`config.mk`:
```
export PLATFORM = sky130hd
export DESIGN_NAME = pll_reset_sequencer_flat
export DESIGN_NICKNAME = d
export VERILOG_FILES = /design/src/rtl/pll_reset_sequencer_pkg.sv /design/src/rtl/pll_reset_sequencer_if.sv /design/src/rtl/pll_reset_sequencer_sync_2ff.sv /design/src/rtl/pll_reset_sequencer.sv /design/src/flat_wrapper.sv
export SDC_FILE = /design/constraint.sdc
export NUM_CORES = 1
export LEC_CHECK = 0
export CORE_ASPECT_RATIO = 1.4
export CORE_MARGIN = 2
export CORE_UTILIZATION = 56
export DETAILED_ROUTE_END_ITERATION = 8
export PLACE_DENSITY = 0.79
export SETUP_SLACK_MARGIN = 0.2
export SYNTH_ARGS = -nofsm -noshare
export SYNTH_HDL_FRONTEND = slang
export SYNTH_SLANG_ARGS = --single-unit
```
`constraint.sdc`:
```
create_clock -name clk -period 2.74 [get_ports clk]
set_input_delay 0.411 -clock clk [delete_from_list [all_inputs] [get_ports clk]]
set_output_delay 0.411 -clock clk [all_outputs]
set_load 0.05 [all_outputs]
```
`src/rtl/pll_reset_sequencer_pkg.sv`:
```
// Shared types and constants for the PLL reset sequencer.
package pll_seq_pkg;

    localparam int RETRY_W = 8;

    typedef enum logic [2:0] {
        RESET,
        WAIT_LOCK,
        STABLE,
        RELEASE,
        RUN,
        FAULT
    } pll_seq_state_e;

    function automatic int max2(input int a, input int b);
        return (a > b) ? a : b;
    endfunction

endpackage

```
`src/rtl/pll_reset_sequencer_if.sv`:
```
// PLL-side and domain-side signals of the reset sequencer.
// master: the sequencer itself; slave: the PLL / system around it.
interface pll_reset_sequencer_if #(
    parameter int N_DOM = 3
);
    import pll_seq_pkg::*;

    logic               restart;
    logic               pll_locked;
    logic               pll_rst;
    logic [N_DOM-1:0]   dom_rst;
    logic               ready;
    logic [RETRY_W-1:0] retry_cnt;

    modport master (
        input  restart, pll_locked,
        output pll_rst, dom_rst, ready, retry_cnt
    );

    modport slave (
        output restart, pll_locked,
        input  pll_rst, dom_rst, ready, retry_cnt
    );

endinterface

```
`src/rtl/pll_reset_sequencer_sync_2ff.sv`:
```
// Two-flop synchronizer for a single asynchronous level (PLL lock).
module sync_2ff (
    input  logic clk,
    input  logic rst,
    input  logic d,
    output logic q
);

    logic meta;

    // Shift the raw level through two flops; cleared on reset so lock is
    // never assumed until it has been seen after reset.
    always_ff @(posedge clk or posedge rst) begin
        if (rst) begin
            meta <= 1'b0;
            q    <= 1'b0;
        end else begin
            meta <= d;
            q    <= meta;
        end
    end

endmodule

```
`src/rtl/pll_reset_sequencer.sv`:
```
// PLL reset / start-up sequencer.
// Holds the PLL in reset, waits for a debounced lock (with timeout and
// retry), releases domain resets one at a time, then watches for lock loss.
// Optional macro PLL_SEQ_AUTO_RELOCK_EN: lock loss re-runs the sequence
// instead of parking in a sticky FAULT state.
module pll_reset_sequencer
    import pll_seq_pkg::*;
#(
    parameter int RST_HOLD_CYCLES     = 16,
    parameter int LOCK_STABLE_CYCLES  = 64,
    parameter int LOCK_TIMEOUT_CYCLES = 4096,
    parameter int N_DOM               = 3,
    parameter int STAGGER_CYCLES      = 4
) (
    input  logic                  clk,
    input  logic                  cpu_reset,
    pll_reset_sequencer_if.master bus
);

    localparam int MAX_P = max2(max2(RST_HOLD_CYCLES, LOCK_STABLE_CYCLES),
                                max2(LOCK_TIMEOUT_CYCLES, N_DOM * STAGGER_CYCLES));
    localparam int CNT_W = $clog2(MAX_P) + 1;
    // Last RELEASE count before the final domain comes out of reset.
    localparam int REL_LAST = (N_DOM > 1) ? (N_DOM - 1) * STAGGER_CYCLES - 1 : 0;

`ifdef PLL_SEQ_AUTO_RELOCK_EN
    localparam pll_seq_state_e LOSS_STATE = RESET;
`else
    localparam pll_seq_state_e LOSS_STATE = FAULT;
`endif

    pll_seq_state_e     state_q, state_d;
    logic [CNT_W-1:0]   cnt_q, cnt_d;
    logic [RETRY_W-1:0] retry_q, retry_d;
    logic [N_DOM-1:0]   dom_rst_q, dom_rst_d;
    logic               pll_rst_q, ready_q;
    logic               lock_s;

    sync_2ff u_lock_sync (
        .clk (clk),
        .rst (cpu_reset),
        .d   (bus.pll_locked),
        .q   (lock_s)
    );

    // Next state, shared counter, retry count and next registered outputs.
    // The counter clears on every state change and only advances while the
    // state is held, so it can never wrap.
    always_comb begin
        state_d   = state_q;
        cnt_d     = '0;
        retry_d   = retry_q;
        dom_rst_d = '1;

        case (state_q)
            RESET: begin
                if (cnt_q == CNT_W'(RST_HOLD_CYCLES - 1)) state_d = WAIT_LOCK;
                else                                      cnt_d   = cnt_q + 1'b1;
            end
            WAIT_LOCK: begin
                // Lock takes priority over a coincident timeout.
                if (lock_s) begin
                    state_d = STABLE;
                end else if (cnt_q == CNT_W'(LOCK_TIMEOUT_CYCLES - 1)) begin
                    state_d = RESET;
                    if (retry_q != '1) retry_d = retry_q + 1'b1;
                end else begin
                    cnt_d = cnt_q + 1'b1;
                end
            end
            STABLE: begin
                if (!lock_s)                                     state_d = WAIT_LOCK;
                else if (cnt_q == CNT_W'(LOCK_STABLE_CYCLES - 1)) state_d = (N_DOM == 1) ? RUN : RELEASE;
                else                                             cnt_d   = cnt_q + 1'b1;
            end
            RELEASE: begin
                if (!lock_s)                        state_d = LOSS_STATE;
                else if (cnt_q == CNT_W'(REL_LAST)) state_d = RUN;
                else                                cnt_d   = cnt_q + 1'b1;
            end
            RUN: begin
                if (!lock_s) state_d = LOSS_STATE;
            end
            FAULT: begin
                state_d = FAULT;
            end
            default: state_d = RESET;
        endcase

        // Soft restart overrides everything except an ongoing reset hold.
        if (bus.restart && state_q != RESET) begin
            state_d = RESET;
            cnt_d   = '0;
            retry_d = retry_q;
        end

        // Domain i leaves reset once the RELEASE count reaches i*STAGGER.
        if (state_d == RELEASE) begin
            for (int i = 0; i < N_DOM; i++)
                dom_rst_d[i] = (cnt_d < CNT_W'(i * STAGGER_CYCLES));
        end else if (state_d == RUN) begin
            dom_rst_d = '0;
        end
    end

    // State, counter and registered outputs; reset forces the safe state at once.
    always_ff @(posedge clk or posedge cpu_reset) begin
        if (cpu_reset) begin
            state_q   <= RESET;
            cnt_q     <= '0;
            retry_q   <= '0;
            pll_rst_q <= 1'b1;
            dom_rst_q <= '1;
            ready_q   <= 1'b0;
        end else begin
            state_q   <= state_d;
            cnt_q     <= cnt_d;
            retry_q   <= retry_d;
            pll_rst_q <= (state_d == RESET) || (state_d == FAULT);
            dom_rst_q <= dom_rst_d;
            ready_q   <= (state_d == RUN);
        end
    end

    assign bus.pll_rst   = pll_rst_q;
    assign bus.dom_rst   = dom_rst_q;
    assign bus.ready     = ready_q;
    assign bus.retry_cnt = retry_q;

endmodule

```
`src/flat_wrapper.sv`:
```
// flat-port wrapper written by rule: the top's interface ports become plain ports
module pll_reset_sequencer_flat import pll_seq_pkg::*;
#(
    parameter int RST_HOLD_CYCLES     = 16,
    parameter int LOCK_STABLE_CYCLES  = 64,
    parameter int LOCK_TIMEOUT_CYCLES = 4096,
    parameter int N_DOM               = 3,
    parameter int STAGGER_CYCLES      = 4
)
  (clk, cpu_reset, bus_restart, bus_pll_locked, bus_pll_rst, bus_dom_rst, bus_ready, bus_retry_cnt);
  pll_reset_sequencer_if #(.N_DOM(N_DOM)) bus_i ();
  input  logic clk;
  input  logic cpu_reset;
  input wire logic [$bits(bus_i.restart)-1:0] bus_restart;
  input wire logic [$bits(bus_i.pll_locked)-1:0] bus_pll_locked;
  output wire logic [$bits(bus_i.pll_rst)-1:0] bus_pll_rst;
  output wire logic [$bits(bus_i.dom_rst)-1:0] bus_dom_rst;
  output wire logic [$bits(bus_i.ready)-1:0] bus_ready;
  output wire logic [$bits(bus_i.retry_cnt)-1:0] bus_retry_cnt;
  assign bus_i.restart = bus_restart;
  assign bus_i.pll_locked = bus_pll_locked;
  assign bus_pll_rst = bus_i.pll_rst;
  assign bus_dom_rst = bus_i.dom_rst;
  assign bus_ready = bus_i.ready;
  assign bus_retry_cnt = bus_i.retry_cnt;
  pll_reset_sequencer #(.RST_HOLD_CYCLES(RST_HOLD_CYCLES), .LOCK_STABLE_CYCLES(LOCK_STABLE_CYCLES), .LOCK_TIMEOUT_CYCLES(LOCK_TIMEOUT_CYCLES), .N_DOM(N_DOM), .STAGGER_CYCLES(STAGGER_CYCLES)) u_core (.clk(clk), .cpu_reset(cpu_reset), .bus(bus_i));
endmodule
```
==> flow_metrics.tcl <==
set metrics [dict create \
    status "complete, no violations" \
    gp_congestion 0.883 \
    synth.avg_cell_area_um2 9.76 \
    switchingPower_mw 0.451 \
    critical_path_class "reg2reg" \
    portBuffers 16 \
    totalWireLength_um 3630 \
    clkSinkCount 31 \
    fin_ws_ps 291 \
    stdcell_area_um2 2030 \
    rsz0062_at_grt "false" \
    mostFrequentLayoutCells "nor2_1, dfrtp_1, clkdlybuf4s50_1" \
    worstMarginPinSlew_ps 524 \
    root_buffer "clkbuf_8" \
    hold_class "reg2reg" \
    die_h_um 69.2 \
    path_buf_inv 1 \
    slew_viol_final 0 \
    drv_cap 0 \
    sequentialPowerShare_pct 43.7 \
    core-area_um2 2880 \
    cts-buffers-inserted 5 \
    placementRows 23 \
    path_cells "or3_1, or4_4, o2111a_2, a221oi_4, buf_6, a21oi_1" \
    crit_path_max_fanout 10 \
    synth_flop_cell "dfrtp_1" \
    syn_area_um2 1700 \
    synthArstFlopShare_pct 100 \
    p_comb_share_pct 31.6 \
    synth_cell_types 43 \
    cpPeakStageDelay_ps 530 \
    die_w_um 50.5 \
    synthCells 174 \
    rrSetupSlack_ps 290 \
    synthXorXnorAreaFrac_pct 9.80 \
    ioPinCount 17 \
    post-route-period-util_pct 89.4 \
    startpoint_type "flip-flop" \
    endpoint_kind "flip-flop" \
    n_antenna_cell 0 \
    holdWs_ps 350 \
    ir_drop_uv 459 \
    ant_nets 0 \
    required_ps 2900 \
    cts_max_level 2 \
    relSlewSlack_pct 65.0 \
    dr.pass1.iters 4 \
    synth_fa_ha_area_share_pct 1.47 \
    synth_top_family_by_area "simple AND/OR/NAND/NOR gates" \
    r2r_cells 6 \
    syn_to_final_growth_pct 19.3 \
    final_nets 205 \
    drt_iter0_drc 68 \
    drc_errors 0 \
    hold_viol_final 0 \
    fmax_mhz 408 \
    synth-compound-area-share_pct 12.3 \
    drive_gt1_share_pct 17.0 \
    synth_nets 180 \
    rr_endpoint "u_core.cnt_q[12]" \
    critPathTopFamily "simple AND/OR/NAND/NOR gates" \
    ys_seq_elements 31 \
    synth_mux_area_share_pct 1.25 \
    clock_latency_ps 280 \
    holdPathStages 0 \
    grt_usage_pct 22.5 \
    cp.depth 6 \
    hpwl_um 2540 \
    cts_tree "yes" \
    worst_clock_skew_ps 8.50 \
    crit_arrival_ps 2610 \
    power.share.clock_pct 24.8 \
    vias 1374 \
    grt_overflow 0 \
    yosys_warnings 0 \
    crit_start "u_core.cnt_q[5]" \
    placed_area_um2 1900 \
    finalSetupTns_ps 0 \
    fp.dieArea_um2 3490 \
    p_sw_share_pct 33.7 \
    start_util_pct 59.0 \
    clk_path_buf_depth 2 \
    clk_pin_slew_ps 60 \
    final_cell_count_no_fill 237 \
    crit_end "u_core.cnt_q[12]" \
    power.internal_mw 0.886 \
    vias_per_cell 5.80 \
    crit_slowest_cell "or4_4" \
    leakagePower_nw 0.848 \
    period_minus_slack_ps 2450 \
    grt_first_pass_wirelength_um 5970 \
    powerDensity_nw_per_um2 660 \
    grt_antenna_before_repair 0 \
    grt_pass1_vias 1328 \
    synth_edf_count 0 \
    setup_viol 0 \
    pre_cts_slack_ps 243 \
    yosys.area_share.simple_pct 25.0 \
    utilization_pct 70.4 \
    wl_per_cell_um 15.3 \
    hold_buffers 0 \
    synth-seq-area-share_pct 46.0 \
    r2r_start "u_core.cnt_q[5]" \
    grt_max_degree 20 \
    place_inst 225 \
    power_mw 1.34 \
]
==> flip-flops by register name (all words and copies together), names as in the netlist <==
register,cells
u_core.cnt_q,13
u_core.bus.retry_cnt,8
u_core.bus.dom_rst,3
u_core.state_q,3
u_core.bus.pll_rst,1
u_core.bus.ready,1
u_core.u_lock_sync.meta,1
u_core.u_lock_sync.q,1
==> cell usage after synthesis, drive strengths merged (2+ instances only) <==
master	n	area share (%)
dfrtp	27	40
nor2	24	5.3
a21oi	11	3.5
nand2	11	2.4
xnor2	10	5.2
xor2	9	4.6
nand4	8	2.9
nand3	7	2.1
inv	6	1.3
nor3	6	1.8
buf	5	2.2
or3	5	2.1
dfstp	4	6.2
nor2b	4	1.5
nor4	4	1.5
clkbuf	3	0.66
o21ai	3	0.88
or4	3	1.8
a211o	2	1.0
a211oi	2	1.6
ha	2	1.5
nand2b	2	0.74
==> area by class of cell <==
class,count,area (um^2)
Sequential cell,31,785
Multi-Input combinational cell,129,850
Inverter,6,22.5
Timing Repair Buffer,26,243
Fill cell,215,852
Clock buffer,8,80.1
Tap cell,37,46.3
==> worst min-delay path by stage <==
stage / startpoint / to / slack [ps]
2_1_floorplan: u_core.u_lock_sync.meta / u_core.u_lock_sync.q / 330
3_3_place_gp: u_core.u_lock_sync.meta / u_core.u_lock_sync.q / 340
3_5_place_dp: u_core.u_lock_sync.meta / u_core.u_lock_sync.q / 340
4_1_cts: u_core.u_lock_sync.meta / u_core.u_lock_sync.q / 350
5_1_grt: u_core.u_lock_sync.meta / u_core.u_lock_sync.q / 360
6_report: u_core.u_lock_sync.meta / u_core.u_lock_sync.q / 350
==> logic make-up after synthesis <==
| group | count (synthesis) |
|---|---|
| AO/OA/AOI/OAI | 26 |
| XOR/XNOR | 19 |
| adder cells (fa/ha/maj) | 2 |
| buffers and inverters | 14 |
| flip-flops | 31 |
| multiplexers | 2 |
| AND/OR/NAND/NOR | 80 |
==> power by group through the flow <==
stage	registers, mW	logic [mW]	clock network [mW]
after detailed placement	0.589	0.385	0
final	0.584	0.422	0.331
after global routing	0.594	0.466	0.366
after CTS	0.581	0.385	0.338
after global placement	0.585	0.374	0
after floorplan	0.565	0.327	0
==> layer usage <==
metal,global-route usage [%],share of wire [%],vias to the layer above
li1,-,-,668
met1,27.8,41,651
met3,6.06,3.8,16
met5,0,0,-
met4,11.4,2.7,0
met2,35.5,52,39
==> worst reg2reg max path: cells and delay by family (launching register included) <==
family          cells  cell delay (ps)
simple gates        2             1000
compound gates      3              650
flops               1              510
buf+inv             1              180
==> what timing repair did <==
item,CTS,global route
resized for setup,0,8
hold endpoints to repair,0,0
buffers inserted,0,3
endpoints found under the setup margin,0,14
Power figures use the tool's default switching activity.
